===== src/rtl/circle_cmd_sequencer.sv =====
// Command queue and issue sequencer for the filled-circle engine.
// Buffers circle commands in a small FIFO and hands them to the engine one at a time.
module circle_cmd_sequencer #(
    parameter int DEPTH        = 4,
    parameter int WIDTH_BITS   = 10,
    parameter int HEIGHT_BITS  = 9,
    parameter int CHANNEL_BITS = 8
) (
    input  logic                       clk,
    input  logic                       n_rst,
    input  logic                       cmd_valid,
    output logic                       cmd_ready,
    input  logic [WIDTH_BITS-1:0]      cmd_xC,
    input  logic [HEIGHT_BITS-1:0]     cmd_yC,
    input  logic [WIDTH_BITS-1:0]      cmd_rad,
    input  logic [CHANNEL_BITS-1:0]    cmd_r,
    input  logic [CHANNEL_BITS-1:0]    cmd_g,
    input  logic [CHANNEL_BITS-1:0]    cmd_b,
    input  logic                       abort,
    output logic [WIDTH_BITS-1:0]      xC,
    output logic [HEIGHT_BITS-1:0]     yC,
    output logic [WIDTH_BITS-1:0]      rad,
    output logic [CHANNEL_BITS-1:0]    r_o,
    output logic [CHANNEL_BITS-1:0]    g_o,
    output logic [CHANNEL_BITS-1:0]    b_o,
    output logic                       start,
    input  logic                       eng_done,
    input  logic                       eng_busy,
    output logic                       cmd_done,
    output logic [$clog2(DEPTH+1)-1:0] pending,
    output logic                       idle
);
    // state | meaning
    // IDLE  | waiting for a queued command; pops and loads engine parameters
    // ISSUE | start strobe to the engine for one cycle
    // WAIT  | engine running, waiting for eng_done

    localparam int PTR_BITS   = $clog2(DEPTH);
    localparam int CNT_BITS   = $clog2(DEPTH + 1);
    localparam int ENTRY_BITS = 2 * WIDTH_BITS + HEIGHT_BITS + 3 * CHANNEL_BITS;
    localparam logic [CNT_BITS-1:0] FULL_COUNT = CNT_BITS'(DEPTH);

    typedef enum logic [1:0] {
        IDLE  = 2'd0,
        ISSUE = 2'd1,
        WAIT  = 2'd2
    } state_t;

    state_t                state, state_nxt;
    logic [ENTRY_BITS-1:0] mem [DEPTH];
    logic [PTR_BITS-1:0]   wr_ptr, rd_ptr;
    logic [CNT_BITS-1:0]   count;
    logic                  full, empty, push, pop;
    logic [ENTRY_BITS-1:0] entry_in, head;
    logic                  unused_busy;

    assign full      = (count == FULL_COUNT);
    assign empty     = (count == '0);
    assign cmd_ready = !full && !abort;
    assign push      = cmd_valid && cmd_ready;
    assign entry_in  = {cmd_xC, cmd_yC, cmd_rad, cmd_r, cmd_g, cmd_b};
    assign head      = mem[rd_ptr];
    assign start     = (state == ISSUE);
    assign idle      = (state == IDLE) && empty;
    assign pending   = count;
    // Engine busy is informational only; sequencing relies on eng_done.
    assign unused_busy = eng_busy;

    always_comb begin
        state_nxt = state;
        pop       = 1'b0;
        case (state)
            IDLE: begin
                if (!empty && !abort) begin
                    pop       = 1'b1;
                    state_nxt = ISSUE;
                end
            end
            ISSUE:   state_nxt = WAIT;
            WAIT:    if (eng_done) state_nxt = IDLE;
            default: state_nxt = IDLE;
        endcase
    end

    always_ff @(posedge clk) begin
        if (!n_rst) begin
            state    <= IDLE;
            cmd_done <= 1'b0;
            xC       <= '0;
            yC       <= '0;
            rad      <= '0;
            r_o      <= '0;
            g_o      <= '0;
            b_o      <= '0;
        end else begin
            state    <= state_nxt;
            cmd_done <= (state == WAIT) && eng_done;
            if (pop) begin
                {xC, yC, rad, r_o, g_o, b_o} <= head;
            end
        end
    end

    // Abort flushes only the queue; the command already popped runs to completion.
    always_ff @(posedge clk) begin
        if (!n_rst || abort) begin
            wr_ptr <= '0;
            rd_ptr <= '0;
            count  <= '0;
        end else begin
            if (push) wr_ptr <= wr_ptr + PTR_BITS'(1);
            if (pop)  rd_ptr <= rd_ptr + PTR_BITS'(1);
            count <= count + CNT_BITS'(push) - CNT_BITS'(pop);
        end
    end

    always_ff @(posedge clk) begin
        if (push) mem[wr_ptr] <= entry_in;
    end

endmodule


===== config.mk =====
export PLATFORM = sky130hd
export DESIGN_NAME = circle_cmd_sequencer
export DESIGN_NICKNAME = d
export VERILOG_FILES = /design/src/rtl/circle_cmd_sequencer.sv
export SDC_FILE = /design/constraint.sdc
export NUM_CORES = 1
export LEC_CHECK = 0
export BUFFER_PORTS_ARGS = -buffer_cell sky130_fd_sc_hd__buf_2
export CAP_MARGIN = 5
export CORE_UTILIZATION = 40
export CTS_CLUSTER_SIZE = 16
export DETAILED_ROUTE_END_ITERATION = 8
export SKIP_CTS_REPAIR_TIMING = 1
export SLEW_MARGIN = 20
export SYNTH_ARGS = -nofsm -noshare
export SYNTH_HDL_FRONTEND = slang
export SYNTH_SLANG_ARGS = --single-unit

===== constraint.sdc =====
create_clock -name clk -period 4.5 [get_ports clk]
set_input_delay 0.225 -clock clk [delete_from_list [all_inputs] [get_ports clk]]
set_output_delay 0.225 -clock clk [all_outputs]
set_load 0.05 [all_outputs]

After elaboration in Yosys (flattened, before gate mapping)
Memory sizes are Yosys's and may differ from the RTL's. A register that Yosys moved wholly into a read port is not among the register bits. Cells that the tools add are included.

Output and inout bits: 60. Memories kept: 1. Bits in read-only memories: 0. Input port bits: 59. Latch bits: 0. Word-level logic and storage cells: 36. Bits in writable memories: 212. Bits in registers: 10.

Shift-type cells: 0. Multipliers: 0. Bitwise operators: 0. Equal/unequal tests: 5. Reduce and logical (&&, ||, !) cells: 14. Add/sub/neg operators: 4. Div/mod/pow operators: 0. $lt $le $gt $ge: 0. Multiplexer cells: 7.

Memories: mem (depth 4, bits a word 53, rd ports 1, clocked after memory_dff 1, wr ports 1, RTL line 50) `logic [ENTRY_BITS-1:0] mem [DEPTH];`.

Operators with widths (number): one-hot mux 2 bit (3 select lines) (1); logical AND 1 bit (5); zero test 1 bit (5); adder 2 x 1 -> 2 bit (second input constant) (2); two-way mux 1 bit (4); two-way mux 2 bit (2); adder 3 x 1 -> 3 bit (1); == test 3 bit (second input constant) (1); zero test 3 bit (1); subtractor 3 x 1 -> 3 bit (1); == test 2 x 1 -> 1 bit (second input constant) (1); == test 2 bit (second input constant) (1); zero test 2 bit (1); inequality test 2 x 1 -> 1 bit (second input constant) (1); inequality test 2 bit (second input constant) (1); AND reduction 2 bit (1); logical OR 1 bit (1).

Longest topological paths before layout
Depth in word-level cells: 6. Depth in mapped cells: 11.

Worst setup path before layout
Ideal clock, no wire load.

Path kind: register to register. From: register count[1], in the netlist pending[1]. To: memory mem[0][0] (netlist bit), enable pin. Arrival time: 2.512 ns. Stages on the path, launching flop included: 4. Path buffers: 0. Path slack: 1.572 ns. Cell sequence: dfxtp_1 -> nor3b_1 -> nor3b_2 -> and2_1.

Cells in the longest elaborated chain, start to end: 6.

Ends and longest elaborated chain: start: declaration (RTL line 52) `logic [CNT_BITS-1:0] count;`; start signal: assignment (RTL line 113) `count <= count + CNT_BITS'(push) - CNT_BITS'(pop);`; == test 3 bit (RTL line 57) `assign full = (count == FULL_COUNT);`; zero test 1 bit (RTL line 59) `assign cmd_ready = !full && !abort;`; logical AND 1 bit (RTL line 59); logical AND 1 bit (RTL line 60) `assign push = cmd_valid && cmd_ready;`; two-way mux 1 bit (RTL line 118) `if (push) mem[wr_ptr] <= entry_in;`; two-way mux 1 bit (not written as such) (RTL line 118); end: declaration (RTL line 50).

Every way passes these cells.

Worst setup path in the final report
From: register count[1], in the netlist pending[1]. To: output port idle.

Cells in the longest elaborated chain, start to end: 2.

Ends and longest elaborated chain: zero test 3 bit (RTL line 58) `assign empty = (count == '0);`; logical AND 1 bit (RTL line 64) `assign idle = (state == IDLE) && empty;`; end: declaration (RTL line 31) `output logic idle`.

Every way passes these cells.

==> qor.csv <==
stage,metric,value,unit
outcome,status,"finished, final reports clean",
layout,ant diodes,0,
synthesis,Yosys reg bits,275,
setup_path,Worst EP arrival,2.59,ns
global_routing,GR Util met3,3.435,%
global_routing,first-pass GRT wire length,30910,um
synthesis,cells after synthesis,513,
clock_network,# clock sinks,275,
route,total number of vias,5284,
clock_network,Worst-Skew Late Latency,0.54,ns
power,register share of total power,51.4,%
synthesis,Yosys top cell area share,63.00,%
layout,post-route cell area,0.01245,sq mm
sta,final worst-path setup slack,1.682,ns
power,switching portion of total power,21.63,%
placed_design,routability cong.,0.7175,
min_path,Hold WC Path Type,in2reg,
synthesis,asr flop ratio synth,0,%
synthesis,post-synthesis sequential area ratio,75.48,%
setup_path,Slowest cell on crit path,nor3_1,
synthesis,Yosys top cell by area,edfxtp_1,
clock_network,CTS max path bufs,3,
placed_design,"Cell Area, Placed",0.01098,sq mm
route,routed wire length,20140,um
sta,Setup Viol. Count Final,0,
power,internal power,0.004306,W
route,drt initial violations,359,
placed_design,HPWL Detailed,11150,um
power,Leakage,4.273,nW
sta,Clock Skews,0.02029,ns
sta,Final Hold Fails,0,
clock_network,clk slew on worst S/H paths,0.06,ns
setup_path,CP Capture Type,output pin,
synthesis,prevailing post-synth register cell,edfxtp_1,
setup_path,CP required,4.28,ns
global_routing,GR Util met2,26.67,%
sta,worst slew pin tran,1.097,ns
global_routing,met1 Use GR,20.83,%
die,Vert. Die Dim,160.9,um
layout,final net count,761,
sta,Setup TNS Final,0,ns
power,VDD IR max,0.0002800,V
setup_path,CP Launch Type,register,
sta,period utilization,62.61,%
placed_design,DP Worst Slack,1.817,ns
power,Comb power frac,6.8,%
power,PwrDens,441.4,mW/mm^2
sta,final-report max-slew violation count,0,
global_routing,largest net degree at the start of global routing,59,
sta,RSZ-0062 raised after global routing,no,
layout,share of layout cells above drive strength 1,33.01,%
synthesis,Syn Std Cell Area,0.01010,sq mm
placed_design,Port Buf Inserts,117,
setup_path,crit path cell chain,nor3_1 -> nor3b_1 -> buf_2,
clock_network,CTS Buf Count,29,
route,Vias/cell,5.071,
synthesis,"count leader, synth",edfxtp_1,
clock_network,CTS tree,yes,
layout,area grow syn2layout,23.19,%
route,DR pass1 iterations,4,
layout,"Core Util, Final",50.74,%
synthesis,Post-synth EDFFs,212,
die,starting density of the core,41.19,%
die,Row Count,57,
setup_path,CP max stage delay,0.90,ns
sta,Fmax,0.3549,GHz
setup_path,WS Path Type,reg2out,
global_routing,initial antenna violation count,0,
synthesis,syn_nets,579,
global_routing,vias in the first global route,5269,
sta,Slew HR,26.33,%
synthesis,mean post-synth cell area,19.70,sq um
synthesis,Synth warnings,0,
synthesis,synth top area cells,"edfxtp_1, dfxtp_1, mux4_2, o2bb2ai_1, nand2_1",
synthesis,Cell variety after synth,32,
setup_path,CP max FO,7,
clock_network,htree depth,1,
route,Detail Route Antenna Nets,0,
route,# DRC,0,
sta,final hold slack,0.09213,ns
die,full die area,0.02590,sq mm
die,I/O pin count,119,
route,WL/cell,19.33,um
global_routing,gr usage total,15.74,%
global_routing,layer with the highest usage,met2,
power,Clock power frac,41.7,%
global_routing,GR Overflow Total,0,
clock_network,CTS Root Cell,clkbuf_16,
die,DIE WIDTH,160.9,um
synthesis,most instantiated cells after synthesis,"edfxtp_1, dfxtp_1, nand2_1",
job,Max Cap Violations,0,
power,P_sw,0.001189,W
die,core area,0.02453,sq mm
sta,Tmin final,2.818,ns
-- routing by layer --
metal  wire length (um)  part of all wire (%)
met1               8907                    44
met2              10070                    50
met3                875                   4.3
met4                283                   1.4
met5                  0                     0
-- cell usage in the layout (no fill, tap or decap), types with 2 or more instances in the layout --
cell / instances
edfxtp_1: 212
buf_2: 117
dfxtp_1: 61
nand2_1: 57
dlygate4sd3_1: 54
mux4_2: 53
o2bb2ai_1: 44
clkbuf_16: 29
clkbuf_1: 10
buf_4: 10
o2bb2ai_2: 9
inv_1: 7
ha_1: 6
clkinv_1: 5
and2_2: 4
clkinv_2: 4
nor3b_1: 3
bufinv_16: 3
or3_1: 2
nor2b_1: 2
nor2_1: 2
mux2i_1: 2
a21oi_1: 2
and2_1: 2
xnor2_1: 2
-- worst max-delay path: cells and delay by family, from the launching register on --
kind	cells	cell delay [ns]
flops	1	0.36
buf+inv	1	0.35
simple gates	2	1.36
-- area by class of cell --
type	count	area, sq um
clock buffers	40	777.0
clock inverters	14	146.4
fillers	2059	12090
inverters	7	26.28
multi-input cells	201	2260
flip-flops and latches	275	7632
well taps	324	405.4
repair buffers	181	1201
-- power groups by stage --
stage	sequential (W)	combinational, W	clock, W
floorplan	0.00296	0.000151	0
global placement	0.00288	0.000331	0
detailed placement	0.00288	0.000340	0
CTS	0.00283	0.000341	0.00235
global route	0.00283	0.000401	0.00246
finish	0.00283	0.000375	0.00229
-- registers in the layout, indices dropped and copies added, names as in the netlist --
signal and cells:
mem 212, rad 10, pending 3, yC 9
state 2, b_o 8, g_o 8, wr_ptr 2
cmd_done 1, xC 10, rd_ptr 2, r_o 8
-- through the flow --
step                      cells  power, W
after global placement      934  0.003208
after detailed placement    934  0.003220
after global routing       1042  0.005691
final                      1042  0.005494
after floorplan             513  0.003110
after CTS                   988  0.005519
-- logic make-up after synthesis --
logic type      share of synthesized area (%)
xor+xnor                               0.1734
mux                                     12.01
simple gates                            3.628
flops                                   75.48
buf+inv                                 2.315
compound gates                          5.448
fa+ha+maj                              0.9410
-- worst paths after layout --
check / slack [ns] / startpoint / cells past startpoint / endpoint
worst max-delay path: 1.68 / pending[1] / 3 / idle
worst min-delay path: 0.09 / abort / 3 / rd_ptr[0]
worst max register to register: 1.76 / pending[1] / 9 / pending[2]
worst min register to register: 0.46 / b_o[4] / 2 / b_o[4]
Note: power is estimated with default switching activity, not from simulation.
